File: config.mk
export PLATFORM = sky130hd
export DESIGN_NAME = ux607_ilm_ram_ctrl
export DESIGN_NICKNAME = d
export VERILOG_FILES = /design/src/rtl/ux607_ilm_ram_ctrl.sv
export SDC_FILE = /design/constraint.sdc
export NUM_CORES = 1
export LEC_CHECK = 0
export BUFFER_PORTS_ARGS = -buffer_cell sky130_fd_sc_hd__buf_4
export CAP_MARGIN = 25
export CELL_PAD_IN_SITES_DETAIL_PLACEMENT = 1
export CELL_PAD_IN_SITES_GLOBAL_PLACEMENT = 2
export CORE_ASPECT_RATIO = 0.5
export CORE_UTILIZATION = 19
export CTS_BUF_LIST = sky130_fd_sc_hd__clkbuf_4
export DETAILED_ROUTE_END_ITERATION = 6
export PLACE_DENSITY_LB_ADDON = 0.1
export SKIP_LAST_GASP = 1
export SLEW_MARGIN = 20
export SYNTH_ARGS = -nofsm -noshare
export SYNTH_HDL_FRONTEND = slang
export SYNTH_SLANG_ARGS = --single-unit
File: constraint.sdc
create_clock -name clk -period 2.4 [get_ports clk]
set_input_delay 0.12 -clock clk [delete_from_list [all_inputs] [get_ports clk]]
set_output_delay 0.12 -clock clk [all_outputs]
set_load 0.03 [all_outputs]
File: src/rtl/ux607_ilm_ram_ctrl.sv
// ILM SRAM controller: round-robin arbitration between IFU fetch and BIU ports onto a single-port RAM,
// with one-cycle read latency, response hold under backpressure, and idle light-sleep control.
module ux607_ilm_ram_ctrl #(
  parameter int AW      = 16,
  parameter int DW      = 64,
  parameter int MW      = 8,
  parameter int LS_IDLE = 16
) (
  input  logic          clk,
  input  logic          rst_n,
  input  logic          ifu_cmd_valid,
  output logic          ifu_cmd_ready,
  input  logic [AW-1:0] ifu_cmd_addr,
  output logic          ifu_rsp_valid,
  input  logic          ifu_rsp_ready,
  output logic [DW-1:0] ifu_rsp_rdata,
  input  logic          biu_cmd_valid,
  output logic          biu_cmd_ready,
  input  logic          biu_cmd_read,
  input  logic [AW-1:0] biu_cmd_addr,
  input  logic [DW-1:0] biu_cmd_wdata,
  input  logic [MW-1:0] biu_cmd_wmask,
  output logic          biu_rsp_valid,
  input  logic          biu_rsp_ready,
  output logic [DW-1:0] biu_rsp_rdata,
  output logic          ram_cs,
  output logic [AW-1:0] ram_addr,
  output logic [MW-1:0] ram_wem,
  output logic [DW-1:0] ram_din,
  input  logic [DW-1:0] ram_dout,
  output logic          ram_ls,
  output logic          ram_ds,
  output logic          ram_sd
);
  localparam int CW = $clog2(LS_IDLE + 1);

  typedef enum logic [1:0] {S_IDLE, S_RSP, S_HOLD} state_e;

  state_e        state_q;
  logic          owner_q;   // 0 = IFU, 1 = BIU
  logic          wr_q;
  logic          rr_q;      // 1 = BIU wins the next tie
  logic [CW-1:0] idle_cnt_q;
  logic [DW-1:0] hold_q;

  logic          busy, ls_full, any_vld, owner_hs, can_acc, gnt_biu;
  logic          acc_ifu, acc_biu, acc;
  logic [DW-1:0] rsp_data;

  assign busy    = (state_q != S_IDLE);
  assign ls_full = (idle_cnt_q == CW'(LS_IDLE));
  assign any_vld = ifu_cmd_valid | biu_cmd_valid;

  assign ifu_rsp_valid = rst_n & busy & ~owner_q;
  assign biu_rsp_valid = rst_n & busy &  owner_q;
  assign owner_hs      = owner_q ? (biu_rsp_valid & biu_rsp_ready)
                                 : (ifu_rsp_valid & ifu_rsp_ready);

  // A new command may overlap the cycle in which the previous response completes.
  assign can_acc = rst_n & ~ls_full & (~busy | owner_hs);
  assign gnt_biu = biu_cmd_valid & (~ifu_cmd_valid | rr_q);

  assign ifu_cmd_ready = can_acc & ~gnt_biu;
  assign biu_cmd_ready = can_acc &  gnt_biu;
  assign acc_ifu       = ifu_cmd_valid & ifu_cmd_ready;
  assign acc_biu       = biu_cmd_valid & biu_cmd_ready;
  assign acc           = acc_ifu | acc_biu;

  assign ram_cs   = acc;
  assign ram_addr = acc_biu ? biu_cmd_addr : ifu_cmd_addr;
  assign ram_wem  = (acc_biu & ~biu_cmd_read) ? biu_cmd_wmask : '0;
  assign ram_din  = biu_cmd_wdata;

  assign rsp_data      = wr_q ? '0 : ((state_q == S_HOLD) ? hold_q : ram_dout);
  assign ifu_rsp_rdata = rsp_data;
  assign biu_rsp_rdata = rsp_data;

  // Any pending request drops LS immediately; the saturated counter still blocks
  // acceptance for that wake cycle, giving the RAM one cycle to leave sleep.
  assign ram_ls = rst_n & ls_full & ~any_vld;
  assign ram_ds = 1'b0;
  assign ram_sd = 1'b0;

  always_ff @(posedge clk) begin
    if (!rst_n) begin
      state_q    <= S_IDLE;
      owner_q    <= 1'b0;
      wr_q       <= 1'b0;
      rr_q       <= 1'b0;
      idle_cnt_q <= '0;
      hold_q     <= '0;
    end else begin
      case (state_q)
        S_IDLE: if (acc) state_q <= S_RSP;
        S_RSP: begin
          if (owner_hs) begin
            state_q <= acc ? S_RSP : S_IDLE;
          end else begin
            state_q <= S_HOLD;
            hold_q  <= ram_dout;
          end
        end
        S_HOLD: if (owner_hs) state_q <= acc ? S_RSP : S_IDLE;
        default: state_q <= S_IDLE;
      endcase

      if (acc) begin
        owner_q <= acc_biu;
        wr_q    <= acc_biu & ~biu_cmd_read;
        rr_q    <= acc_ifu;
      end

      if (busy || any_vld)  idle_cnt_q <= '0;
      else if (!ls_full)    idle_cnt_q <= idle_cnt_q + CW'(1);
    end
  end
endmodule
# Yosys cells after proc, flatten, opt, wreduce, memory -nomap -nowiden

Index checks and enable logic that the tools add are counted.
W data, S select, Z words.

Register bits after elaboration: 74
Bits of input ports: 175
Output and inout port bits: 224

$add $sub $neg: 1
Equal/unequal tests: 5
Muxes and demuxes: 10
Bitwise logic cells: 28
Reduce and logical (&&, ||, !) cells: 6

Operator list:

| kind                  | count |
|---|---|
| $mux W64              | 2 |
| $mux W16              | 1 |
| $and A1 B1 Y1         | 15 |
| $not A1 Y1            | 9 |
| $mux W8               | 1 |
| $mux W2               | 3 |
| $pmux W2 S3           | 1 |
| $add A5 B1 Y5 const B | 1 |
| $eq A5 B5 Y1 const B  | 1 |
| $ne A2 B2 Y1 const B  | 2 |
| $or A1 B1 Y1          | 4 |
| $reduce_and A2 Y1     | 2 |
| $eq A2 B1 Y1 const B  | 1 |
| $eq A2 B2 Y1 const B  | 1 |
| $logic_not A2 Y1      | 1 |
| $mux W1               | 2 |
| $reduce_bool A2 Y1    | 1 |
| $reduce_or A2 Y1      | 1 |
| $logic_or A1 B1 Y1    | 1 |

# Longest topological paths before layout

Gate-level depths: netlist (run 1).

Depth in word-level cells: 13
Gate-level depth with buffers: 8

# Worst setup path after synthesis (run 1)

Ideal clock, no wire load.

Path type: reg-to-output
From: register idle_cnt_q[0]
To: output port ram_wem[0]
Data arrival time: 2.220 ns
Required time: 2.280 ns
Path slack: 0.060 ns
Stages on the path, launching flop included: 9
Path buffers: 2
Cells stage by stage: dfxtp_1 > inv_1 > ha_1 > nor4bb_1 > buf_2 > o21ba_4 > nand4_4 > buf_2 > nor3b_1

Cells in the longest elaborated chain, start to end: 8

Ends and longest elaborated chain:

| item                       | RTL line | text |
|---|---|---|
| start, declared            | 43       | `logic [CW-1:0] idle_cnt_q;` |
| start signal, assigned     | 114      | `else if (!ls_full) idle_cnt_q <= idle_cnt_q + CW'(1);` |
| $eq A5 B5 Y1               | 51       | `assign ls_full = (idle_cnt_q == CW'(LS_IDLE));` |
| $not A1 Y1                 | 60       | `assign can_acc = rst_n & ~ls_full & (~busy \| owner_hs);` |
| $and A1 B1 Y1 (2 in a row) | 60       |  |
| $and A1 B1 Y1              | 64       | `assign biu_cmd_ready = can_acc & gnt_biu;` |
| $and A1 B1 Y1              | 66       | `assign acc_biu = biu_cmd_valid & biu_cmd_ready;` |
| $and A1 B1 Y1              | 71       | `assign ram_wem = (acc_biu & ~biu_cmd_read) ? biu_cmd_wmask : '0;` |
| $mux W8                    | 71       |  |
| end, declared              | 28       | `output logic [MW-1:0] ram_wem,` |

No other way between the ends.

# Worst setup path after layout (run 1)

From: register idle_cnt_q[0]
To: output port ram_addr[10]

Cells in the longest elaborated chain, start to end: 7

Ends and longest elaborated chain:

| item                       | RTL line | text |
|---|---|---|
| $eq A5 B5 Y1               | 51       |  |
| $not A1 Y1                 | 60       |  |
| $and A1 B1 Y1 (2 in a row) | 60       |  |
| $and A1 B1 Y1              | 64       |  |
| $and A1 B1 Y1              | 66       |  |
| $mux W16                   | 70       | `assign ram_addr = acc_biu ? biu_cmd_addr : ifu_cmd_addr;` |
| end, declared              | 27       | `output logic [AW-1:0] ram_addr,` |

No other way between the ends.

==> Implementation_results.wiki, run 1 <==
{| class="wikitable"
! Metric !! Value
|-
| Status || complete, no violations
|-
| Number of setup violations in the final report || 0
|-
| Type of origin of the critical path || register
|-
| Antenna-violating nets left || 0
|-
| Cell type contributing the most total cell area after synthesis || sky130_fd_sc_hd__dfxtp_1
|-
| Synth Area per Inst || 6.96 um^2
|-
| Number of distinct library cell variants in the gate-level netlist after synthesis || 32
|-
| Largest fanout on the critical path || 8
|-
| Data arrival time at the worst-slack endpoint || 2.24 ns
|-
| Share of power burned in the clock network || 29.0%
|-
| Final-layout worst hold slack || 0.100 ns
|-
| Number of instances in the synthesized netlist || 713
|-
| Seq/Total Area, Yosys || 29.9%
|-
| Root buf cell || sky130_fd_sc_hd__clkbuf_4
|-
| Inserted Clock Buffers || 9
|-
| Setup CP Type || reg -> out
|-
| Standard-cell rows || 41
|-
| Design area || 7530 um^2
|-
| TritonCTS clock tree || done
|-
| Synth async-reset ratio || 0%
|-
| Number of enable-type register cells in the synthesized netlist || 0
|-
| Final worst-path setup slack || 0.0365 ns
|-
| Antenna violations before repair || 2
|-
| Number of failing hold endpoints at the final stage || 0
|-
| Setup repair after global routing missed its margin || true
|-
| Endpoint of the lowest-slack register-to-register path || hold_q[42]$_SDFFE_PN0P_
|-
| Initial core utilization || 19.5%
|-
| Pint || 2540 uW
|-
| Share of the clock period used by the worst path after layout || 98.5%
|-
| Total gr overflow || 0
|-
| Total Negative Setup Slacks || 0 ns
|-
| Fill cell total of the finished layout || 3,102
|-
| Clk_skew || 0.0169 ns
|-
| Drc violations || 0
|-
| Sort of element at the end of the critical path || output port
|-
| Post-Route WL || 20,000 um
|-
| Leakage power || 0.00330 uW
|-
| Clock transition at the registers of the reported paths || 0.13 ns
|-
| Final RePlAce weighted congestion || 0.730
|-
| # clock sinks || 74
|-
| Power Density || 527 nW/um^2
|-
| Max-cap viol count || 0
|-
| Placed wire-length estimate after detailed placement || 13,700 um
|-
| Standard cell core area || 25,400 um^2
|-
| Average wire length per cell after detail routing || 15.9 um
|-
| Worst rel slew slack || 64.3%
|-
| Reg2reg setup slack || 0.68 ns
|-
| Dominant cells by area after synthesis || sky130_fd_sc_hd__dfxtp_1 30%, sky130_fd_sc_hd__buf_4 20%, sky130_fd_sc_hd__nand2_1 15%, sky130_fd_sc_hd__nand3_1 6.8%, sky130_fd_sc_hd__a21oi_1 6.7%
|-
| Pin count of the biggest net entering global routing || 75
|-
| Worst Hold Depth || 4
|-
| Iter 0 DRT Violations || 146
|-
| Layout cell share with drive strength beyond 1 || 37.9%
|-
| Share of Yosys cell area claimed by the top area cell type || 29.9%
|-
| End point of the most critical hold path || rr_q$_SDFFE_PN0P_
|-
| Wire length of the first global-routing pass || 29,100 um
|-
| Most used DFF post-synth || sky130_fd_sc_hd__dfxtp_1
|-
| Die area || 26,800 um^2
|-
| DR vias/cell || 4.23
|-
| Most numerous cell in the Yosys netlist || sky130_fd_sc_hd__nand2_1
|-
| Vias in the first global route || 5,209
|-
| Type of the worst min-delay path || in -> reg
|-
| Hold path startpoint || ifu_cmd_valid
|-
| Seq pwr share || 33.1%
|-
| Ranking of synthesized cells by instance count || 196 x sky130_fd_sc_hd__nand2_1, 134 x sky130_fd_sc_hd__buf_4, 74 x sky130_fd_sc_hd__dfxtp_1
|-
| Reg2Reg Launch Point || owner_q$_SDFFE_PN0P_
|-
| Logic gate share of total power || 37.9%
|-
| Transition time of the tightest slew-check pin || 0.535 ns
|-
| Nets || 1,079
|-
| Total design power || 3970 uW
|-
| Overall die width || 231 um
|-
| Sw Ratio || 36.0%
|-
| Number of synthesized register bits || 74
|-
| Port Buffers || 268
|-
| Y dimension of the die || 116 um
|-
| DP Worst Slack || 0.134 ns
|-
| Final Critical Period || 2.36 ns
|-
| Max Clock Freq || 423 MHz
|-
| Synthesized area || 4960 um^2
|-
| Global-route usage over all layers || 14.2%
|-
| Maximum number of buffers from clock root to sink || 2
|-
| Area growth from synthesis to layout || 51.7%
|-
| Total iterations of the first detailed-routing run || 4
|-
| Worst skew pair latency || 0.48 ns
|-
| Max-slew violation count || 0
|-
| Number of top-level pins || 399
|-
| Worst EP required || 2.28 ns
|-
| Worst VDD drop || 0.277 mV
|-
| NetSw || 1430 uW
|-
| Vias after detailed routing || 5,306
|-
| Count of synthesis-stage warnings from yosys || 0
|-
| R2R cell count || 5
|-
| Area after detailed placement || 6360 um^2
|-
| Max H-tree Level || 3
|}
## registers in the layout, indices dropped and copies added, names as in the netlist
| signal | flops |
|---|---|
| hold_q | 64 |
| rr_q | 1 |
| state_q | 2 |
| owner_q | 1 |
| wr_q | 1 |
| idle_cnt_q | 5 |
## timing repair
action / in CTS / in global routing
pin swaps: 3 / 0
gates cloned: 1 / 1
setup endpoints to repair: 66 / 28
hold endpoints to repair: 67 / 0
gates resized for setup: 30 / 6
hold buffers: 68 / 0
buffers inserted: 7 / 4
## critical path, cell delays in order (launching register included)
cell and delay (ns):
sky130_fd_sc_hd__dfxtp_2 0.36, sky130_fd_sc_hd__inv_2 0.05, sky130_fd_sc_hd__ha_4 0.14, sky130_fd_sc_hd__nor4bb_4 0.14, sky130_fd_sc_hd__o21ba_4 0.25, sky130_fd_sc_hd__nand4_4 0.14, sky130_fd_sc_hd__clkbuf_16 0.22, sky130_fd_sc_hd__mux2_4 0.31
sky130_fd_sc_hd__buf_6 0.14
## power groups by stage
stage	clock, uW	sequential [uW]	combinational [uW]
after floorplan	0	1330	1110
after detailed placement	0	1340	1380
final	1150	1310	1500
after CTS	1220	1310	1520
after global placement	0	1340	1370
after global routing	1280	1320	1600
## metrics by stage
step | utilization (%) | instances
4_1_cts | 29.3 | 1246
3_5_place_dp | 25.0 | 1154
5_1_grt | 29.6 | 1253
2_1_floorplan | - | 714
3_3_place_gp | 25.0 | 1154
6_report | 29.6 | 1253
## routing by layer
| layer | vias up | global-route usage (%) | routed length (um) | part of all wire [%] |
|---|---|---|---|---|
| met2 | 126 | 26.1 | 10300 | 52 |
| met4 | 0 | 6.00 | 591 | 3.0 |
| li1 | 2589 | - | - | - |
| met3 | 52 | 4.42 | 1110 | 5.6 |
| met1 | 2539 | 15.2 | 7930 | 40 |
| met5 | - | 1.04 | 0 | 0 |
## kinds of logic (layout without fill, tap and decap cells)
kind of cell | Yosys count | count (layout) | share of synthesized area [%]
other | 1 | 4 | 0.0756
flip-flops | 74 | 74 | 29.9
buffers and inverters | 188 | 381 | 24.7
multiplexers | 18 | 18 | 4.74
XOR/XNOR | 4 | 4 | 0.706
AO/OA/AOI/OAI | 136 | 136 | 14.2
AND/OR/NAND/NOR | 290 | 290 | 25.2
adder cells (fa/ha/maj) | 2 | 2 | 0.504
## layout make-up
cell class	instances	area (um^2)	area share, %
Clock inverter	6	129	1.71
Tap cell	344	430	5.72
Clock buffer	10	75.1	0.997
Timing Repair Buffer	361	3040	40.4
Sequential cell	74	1490	19.7
Inverter	4	15.0	0.199
Multi-Input combinational cell	452	2340	31.2
Antenna cell	2	5.00	0.0665
## cell usage in the layout (no fill, tap or decap), types with 10 or more instances in the layout
cell / Yosys / final
sky130_fd_sc_hd__a21oi_1: 66 / 65
sky130_fd_sc_hd__buf_4: 134 / 269
sky130_fd_sc_hd__buf_6: 1 / 17
sky130_fd_sc_hd__clkbuf_4: 0 / 10
sky130_fd_sc_hd__dfxtp_1: 74 / 70
sky130_fd_sc_hd__dlygate4sd3_1: 0 / 68
sky130_fd_sc_hd__mux2_4: 9 / 11
sky130_fd_sc_hd__nand2_1: 196 / 196
sky130_fd_sc_hd__nand3_1: 67 / 67
sky130_fd_sc_hd__o21ai_0: 65 / 65
## how the worst max path moves through the flow
stage | start | to | slack [ns]
floorplan | idle_cnt_q[0]$_SDFFE_PP0N_ | ram_wem[0] | 0.06
finish | idle_cnt_q[0]$_SDFFE_PP0N_ | ram_addr[10] | 0.04
detailed placement | idle_cnt_q[0]$_SDFFE_PP0N_ | ram_wem[3] | 0.13
global route | idle_cnt_q[0]$_SDFFE_PP0N_ | ram_addr[10] | -0.13
global placement | idle_cnt_q[0]$_SDFFE_PP0N_ | ram_wem[5] | 0.20
CTS | idle_cnt_q[1]$_SDFFE_PP0N_ | ram_addr[9] | -0.05
No activity file was read; power rests on OpenSTA's default activity.
==> inputs of run 2 (changes only) <==
--- a/config.mk
+++ b/config.mk
@@ -13,7 +13,7 @@
 export CORE_UTILIZATION = 19
 export CTS_BUF_LIST = sky130_fd_sc_hd__clkbuf_4
 export DETAILED_ROUTE_END_ITERATION = 6
-export PLACE_DENSITY_LB_ADDON = 0.1
+export PLACE_DENSITY_LB_ADDON = 0.3
 export SKIP_LAST_GASP = 1
 export SLEW_MARGIN = 20
 export SYNTH_ARGS = -nofsm -noshare
==> constraint.sdc (replaced) <==
create_clock -name clk -period 2.4 [get_ports clk]
set_input_delay 0.24 -clock clk [delete_from_list [all_inputs] [get_ports clk]]
set_output_delay 0.24 -clock clk [all_outputs]
set_load 0.03 [all_outputs]
==> Implementation_results.wiki, run 2 (synthesized netlist as in run 1, its figures left out) <==
{| class="wikitable"
! Metric !! Value
|-
| Status || finished with violations
|-
| Failing checks || negative setup slack
|-
| Share of power burned in the clock network || 24.9%
|-
| First element of the critical path || idle_cnt_q[0]$_SDFFE_PP0N_
|-
| Final RePlAce weighted congestion || 0.779
|-
| # clock sinks || 74
|-
| Logic gate share of total power || 40.3%
|-
| Pint || 2350 uW
|-
| Leakage power || 0.00335 uW
|-
| Area growth from synthesis to layout || 53.5%
|-
| Port Buffers || 268
|-
| Max FFs per register || 64
|-
| Total gr overflow || 0
|-
| Cell Chain, Critical Path || inv_2, ha_4, nor4bb_4, o21ba_4, nand4_4, buf_12, buf_16, mux2_4, buf_6
|-
| Power Density || 498 nW/um^2
|-
| Standard cell core area || 25,400 um^2
|-
| Die area || 26,800 um^2
|-
| Clock transition at the registers of the reported paths || 0.14 ns
|-
| Data arrival time at the worst-slack endpoint || 2.32 ns
|-
| Y dimension of the die || 116 um
|-
| Transition time of the tightest slew-check pin || 0.675 ns
|-
| Number of setup violations in the final report || 24
|-
| Largest fanout on the critical path || 6
|-
| Crit path buffers/inverters || 4
|-
| Clk_skew || 0.0212 ns
|-
| Placed wire-length estimate after detailed placement || 13,700 um
|-
| Root buf cell || sky130_fd_sc_hd__clkbuf_4
|-
| Gate family responsible for the most delay along the worst path || buffers and inverters
|-
| Setup repair after global routing missed its margin || true
|-
| Post-Route WL || 19,700 um
|-
| Final worst-path setup slack || -0.162 ns
|-
| R2R cell count || 9
|-
| Worst rel slew slack || 55.0%
|-
| Antenna-violating nets left || 0
|-
| Overall die width || 231 um
|-
| Worst Hold Depth || 3
|-
| Max H-tree Level || 3
|-
| Standard-cell rows || 41
|-
| Max-cap viol count || 0
|-
| Iter 0 DRT Violations || 237
|-
| Hold path startpoint || rst_n
|-
| Final Critical Period || 2.56 ns
|-
| Seq pwr share || 34.9%
|-
| Max Clock Freq || 390 MHz
|-
| Nets || 1,080
|-
| Sort of element at the end of the critical path || output port
|-
| Global-route usage over all layers || 13.9%
|-
| Vias in the first global route || 5,335
|-
| Worst EP required || 2.16 ns
|-
| Most common cell after layout, fill and taps aside || sky130_fd_sc_hd__buf_4
|-
| Average wire length per cell after detail routing || 15.7 um
|-
| TritonCTS clock tree || done
|-
| Max-slew violation count || 0
|-
| Drc violations || 0
|-
| Inserted Clock Buffers || 9
|-
| Antenna violations before repair || 2
|-
| Vias after detailed routing || 5,309
|-
| Biggest cell delay along the critical path || 0.36 ns
|-
| Leading registers by flop count || hold_q (64), idle_cnt_q (5), state_q (2)
|-
| Number of failing hold endpoints at the final stage || 0
|-
| Highest-count cells in the layout ignoring fill and taps || 266 x sky130_fd_sc_hd__buf_4, 196 x sky130_fd_sc_hd__nand2_1, 68 x sky130_fd_sc_hd__dfxtp_1
|-
| DP Worst Slack || 0.127 ns
|-
| Number of top-level pins || 399
|-
| Type of origin of the critical path || register
|-
| Total Negative Setup Slacks || -1.90 ns
|-
| Setup CP Type || reg -> out
|-
| Worst skew pair latency || 0.49 ns
|-
| Crit-path slowest cell || sky130_fd_sc_hd__dfxtp_2
|-
| Layout cell share with drive strength beyond 1 || 39.4%
|-
| Initial core utilization || 19.5%
|-
| Sw Ratio || 38.0%
|-
| Largest register by flop count || hold_q
|-
| Total iterations of the first detailed-routing run || 4
|-
| NetSw || 1440 uW
|-
| DR vias/cell || 4.23
|-
| Reg2Reg Launch Point || idle_cnt_q[0]$_SDFFE_PP0N_
|-
| Worst VDD drop || 0.185 mV
|-
| Share of the clock period used by the worst path after layout || 107%
|-
| Maximum number of buffers from clock root to sink || 2
|-
| CP Depth || 9
|-
| Type of the worst min-delay path || in -> reg
|-
| Total design power || 3790 uW
|-
| Wire length of the first global-routing pass || 29,000 um
|-
| Pin count of the biggest net entering global routing || 71
|}
## run 2: layout make-up
class                           instances  area, um^2
Inverter                                4        15.0
Clock inverter                          6        81.3
Timing Repair Buffer                  362        3120
Sequential cell                        74        1490
Clock buffer                           10        75.1
Fill cell                            3078       17800
Multi-Input combinational cell        452        2400
Antenna cell                            2        5.00
Tap cell                              344         430
## run 2: timing repair
action | CTS | global route
setup buffers | 11 | 4
gates resized for setup | 45 | 10
endpoints found under the hold margin | 64 | 0
cloned | 3 | 0
pin swaps | 10 | 1
hold buffers | 64 | 0
endpoints found under the setup margin | 136 | 50
## run 2: power by group through the flow
stage / clock network (uW) / registers, uW / logic [uW]
4_1_cts: 1000 / 1320 / 1540
2_1_floorplan: 0 / 1330 / 1110
6_report: 943 / 1320 / 1530
3_5_place_dp: 0 / 1350 / 1370
5_1_grt: 1060 / 1330 / 1620
3_3_place_gp: 0 / 1350 / 1370
## run 2: worst paths after layout
| kind | endpoint | slack (ns) |
|---|---|---|
| worst max register to register | wr_q$_SDFFE_PN0P_ | 0.61 |
| worst min register to register | hold_q[53]$_SDFFE_PN0P_ | 0.47 |
| worst min-delay path | owner_q$_SDFFE_PN0P_ | 0.09 |
| worst max-delay path | ram_addr[14] | -0.16 |
## run 2: worst register-to-register path: cells and delay by family, from the launching register on
kind                     cells  cell delay [ns]
AND/OR/NAND/NOR              2             0.26
buffers and inverters        4             0.51
AO/OA/AOI/OAI                2             0.43
flip-flops                   1             0.36
adder cells (fa/ha/maj)      1             0.15
## run 2: metrics by stage
step	hold WS [ns]	util (%)	cells	instance area (um^2)
after CTS	0.0291	29.8	1250	7560
final	0.0914	30.0	1254	7620
after detailed placement	0.451	25.3	1156	6420
after global placement	0.444	25.3	1156	6420
after global routing	0.0545	30.0	1254	7620
after floorplan	0.370	-	714	4970
## run 2: metal layers
metal | vias to the layer above | GRT usage, % | wire length (um)
met1 | 2596 | 15.7 | 7910
li1 | 2587 | - | -
met5 | - | 0 | 0
met2 | 82 | 25.8 | 10700
met3 | 44 | 3.56 | 654
met4 | 0 | 4.94 | 459
==> inputs of run 3 (changes only) <==
--- a/config.mk
+++ b/config.mk
@@ -10,11 +10,10 @@
 export CELL_PAD_IN_SITES_DETAIL_PLACEMENT = 1
 export CELL_PAD_IN_SITES_GLOBAL_PLACEMENT = 2
 export CORE_ASPECT_RATIO = 0.5
+export CORE_MARGIN = 2
 export CORE_UTILIZATION = 19
-export CTS_BUF_LIST = sky130_fd_sc_hd__clkbuf_4
 export DETAILED_ROUTE_END_ITERATION = 6
 export PLACE_DENSITY_LB_ADDON = 0.3
-export SKIP_LAST_GASP = 1
 export SLEW_MARGIN = 20
 export SYNTH_ARGS = -nofsm -noshare
 export SYNTH_HDL_FRONTEND = slang
==> Implementation_results.wiki, run 3 (synthesized netlist as in run 1, its figures left out) <==
{| class="wikitable"
! Metric !! Value
|-
| Status || finished with violations
|-
| Failing checks || negative setup slack
|-
| Transition time of the tightest slew-check pin || 0.656 ns
|-
| Largest fanout on the critical path || 6
|-
| Setup CP Type || reg -> out
|-
| Leakage power || 0.00314 uW
|-
| Storage cell area || 1490 um^2
|-
| Number of top-level pins || 399
|-
| Area growth from synthesis to layout || 42.9%
|-
| Overall die width || 233 um
|-
| Largest register by flop count || hold_q
|-
| Leading registers by flop count || hold_q (64), idle_cnt_q (5), state_q (2)
|-
| Port Buffers || 268
|-
| Total placed cells including tap cells || 1,154
|-
| Final Critical Period || 2.41 ns
|-
| Antenna Cells || 0
|-
| Initial core utilization || 19.5%
|-
| Maximum number of buffers from clock root to sink || 2
|-
| Vias in the first global route || 5,109
|-
| Drc violations || 0
|-
| Footprint of the multi-input gates || 2360 um^2
|-
| Pin count of the biggest net entering global routing || 105
|-
| Total design power || 4330 uW
|-
| Share of the clock period used by the worst path after layout || 100%
|-
| Non-filler instance count after layout || 1,193
|-
| Max-slew violation count || 0
|-
| Worst VDD drop || 0.356 mV
|-
| Max-cap viol count || 0
|-
| TritonCTS clock tree || done
|-
| End point of the critical path || ram_addr[8]
|-
| First element of the critical path || idle_cnt_q[1]$_SDFFE_PP0N_
|-
| Antenna-violating nets left || 0
|-
| Iter 0 DRT Violations || 202
|-
| Most common cell after layout, fill and taps aside || sky130_fd_sc_hd__buf_4
|-
| Clock transition at the registers of the reported paths || 0.06 ns
|-
| Highest-count cells in the layout ignoring fill and taps || 278 x sky130_fd_sc_hd__buf_4, 196 x sky130_fd_sc_hd__nand2_1, 70 x sky130_fd_sc_hd__dfxtp_1
|-
| Layout cell share with drive strength beyond 1 || 42.2%
|-
| Endpoint of the lowest-slack register-to-register path || idle_cnt_q[0]$_SDFFE_PP0N_
|-
| Count of hold buffers inserted by post-cts repair || 0
|-
| Total gr overflow || 0
|-
| R2R cell count || 16
|-
| Total Negative Setup Slacks || -0.0102 ns
|-
| Power Density || 611 nW/um^2
|-
| Nets || 1,021
|-
| Vias after detailed routing || 5,021
|-
| Placed wire-length estimate after detailed placement || 13,200 um
|-
| Max FFs per register || 64
|-
| Fill cell total of the finished layout || 3,107
|-
| Worst rel slew slack || 56.3%
|-
| Data arrival time at the worst-slack endpoint || 2.17 ns
|-
| Total iterations of the first detailed-routing run || 4
|-
| Die area || 27,500 um^2
|-
| Standard cell core area || 25,400 um^2
|-
| Worst EP required || 2.16 ns
|-
| Worst skew pair latency || 0.35 ns
|-
| Setup repair after global routing missed its margin || true
|-
| Wire length of the first global-routing pass || 29,300 um
|-
| Global-route usage over all layers || 13.5%
|-
| Y dimension of the die || 118 um
|-
| Final-layout worst hold slack || 0.117 ns
|-
| Reg2Reg Launch Point || idle_cnt_q[0]$_SDFFE_PP0N_
|-
| Antenna violations before repair || 0
|-
| Final RePlAce weighted congestion || 0.696
|-
| Number of setup violations in the final report || 2
|-
| Root buf cell || sky130_fd_sc_hd__clkbuf_16
|-
| Standard-cell rows || 41
|-
| Reg2reg setup slack || 0.11 ns
|-
| # clock sinks || 74
|-
| DR vias/cell || 4.21
|-
| Average wire length per cell after detail routing || 15.8 um
|-
| Type of origin of the critical path || register
|-
| Sort of element at the end of the critical path || output port
|-
| Clk_skew || 0.00665 ns
|-
| Post-Route WL || 18,800 um
|-
| Max Clock Freq || 416 MHz
|-
| Final worst-path setup slack || -0.00562 ns
|-
| Number of failing hold endpoints at the final stage || 0
|-
| Type of the worst min-delay path || in -> reg
|-
| Inserted Clock Buffers || 9
|-
| Max H-tree Level || 3
|}
-- run 3: cell types whose count changed in the layout (fill, tap and decap cells not counted), sizes merged --
cell / before / now
bufinv: 2 / 3
clkinvlp: 1 / 0
diode: 2 / 0
buf: 298 / 303
dlygate4sd3: 64 / 0
-- run 3: cell type report --
type / instances / area share, %
repair buffers: 303 / 34.7
multi-input cells: 452 / 33.3
inverters: 4 / 0.212
well taps: 344 / 6.07
clock buffers: 10 / 3.23
flip-flops and latches: 74 / 21.0
clock inverters: 6 / 1.48
-- run 3: how the worst min path moves through the flow --
| stage | startpoint | endpoint | slack [ns] | cells past startpoint |
|---|---|---|---|---|
| 2_1_floorplan | ram_dout[0] | hold_q[0]$_SDFFE_PN0P_ | 0.37 | 2 |
| 3_3_place_gp | hold_q[27]$_SDFFE_PN0P_ | hold_q[27]$_SDFFE_PN0P_ | 0.44 | 2 |
| 3_5_place_dp | hold_q[20]$_SDFFE_PN0P_ | hold_q[20]$_SDFFE_PN0P_ | 0.45 | 2 |
| 4_1_cts | ram_dout[36] | hold_q[36]$_SDFFE_PN0P_ | 0.09 | 3 |
| 5_1_grt | ram_dout[36] | hold_q[36]$_SDFFE_PN0P_ | 0.11 | 3 |
| 6_report | ram_dout[43] | hold_q[43]$_SDFFE_PN0P_ | 0.12 | 3 |
-- run 3: critical path, stage by stage (launching register included) --
cell and delay, ns:
sky130_fd_sc_hd__dfxtp_2 0.35, sky130_fd_sc_hd__inv_2 0.05, sky130_fd_sc_hd__ha_4 0.15, sky130_fd_sc_hd__nor4bb_4 0.14
sky130_fd_sc_hd__o21ba_4 0.24, sky130_fd_sc_hd__nand4_4 0.10, sky130_fd_sc_hd__buf_12 0.19, sky130_fd_sc_hd__buf_16 0.14
sky130_fd_sc_hd__mux2_4 0.30, sky130_fd_sc_hd__buf_6 0.14
-- run 3: routing by layer --
metal  track usage [%]  vias up  wire [um]
met5                 0        -          0
met4              4.38        0        319
met3              3.06       35        568
met2              24.7       69      10100
met1              15.6     2441       7800
li1                  -     2476          -
-- run 3: power breakdown --
part / switching [uW] / leakage (uW) / total, uW / internal, uW
sequential: 33.7 / 0.000603 / 1320 / 1280
clock: 575 / 0.000166 / 1590 / 1010
combinational: 864 / 0.00237 / 1430 / 565
-- run 3: timing repair --
item,4_1_cts,5_1_grt
endpoints found under the hold margin,0,0
buffers inserted,20,2
gates resized for setup,32,6
endpoints found under the setup margin,18,26
cloned,3,0
pin swaps,7,4
-- run 3: per-stage QoR --
stage | cell area, um^2 | utilization [%] | setup WS (ns)
2_1_floorplan | 4970 | - | -0.0605
3_3_place_gp | 6380 | 25.1 | 0.189
3_5_place_dp | 6380 | 25.1 | 0.140
4_1_cts | 7070 | 27.8 | -0.0145
5_1_grt | 7090 | 27.9 | -0.0936
6_report | 7090 | 27.9 | -0.00562
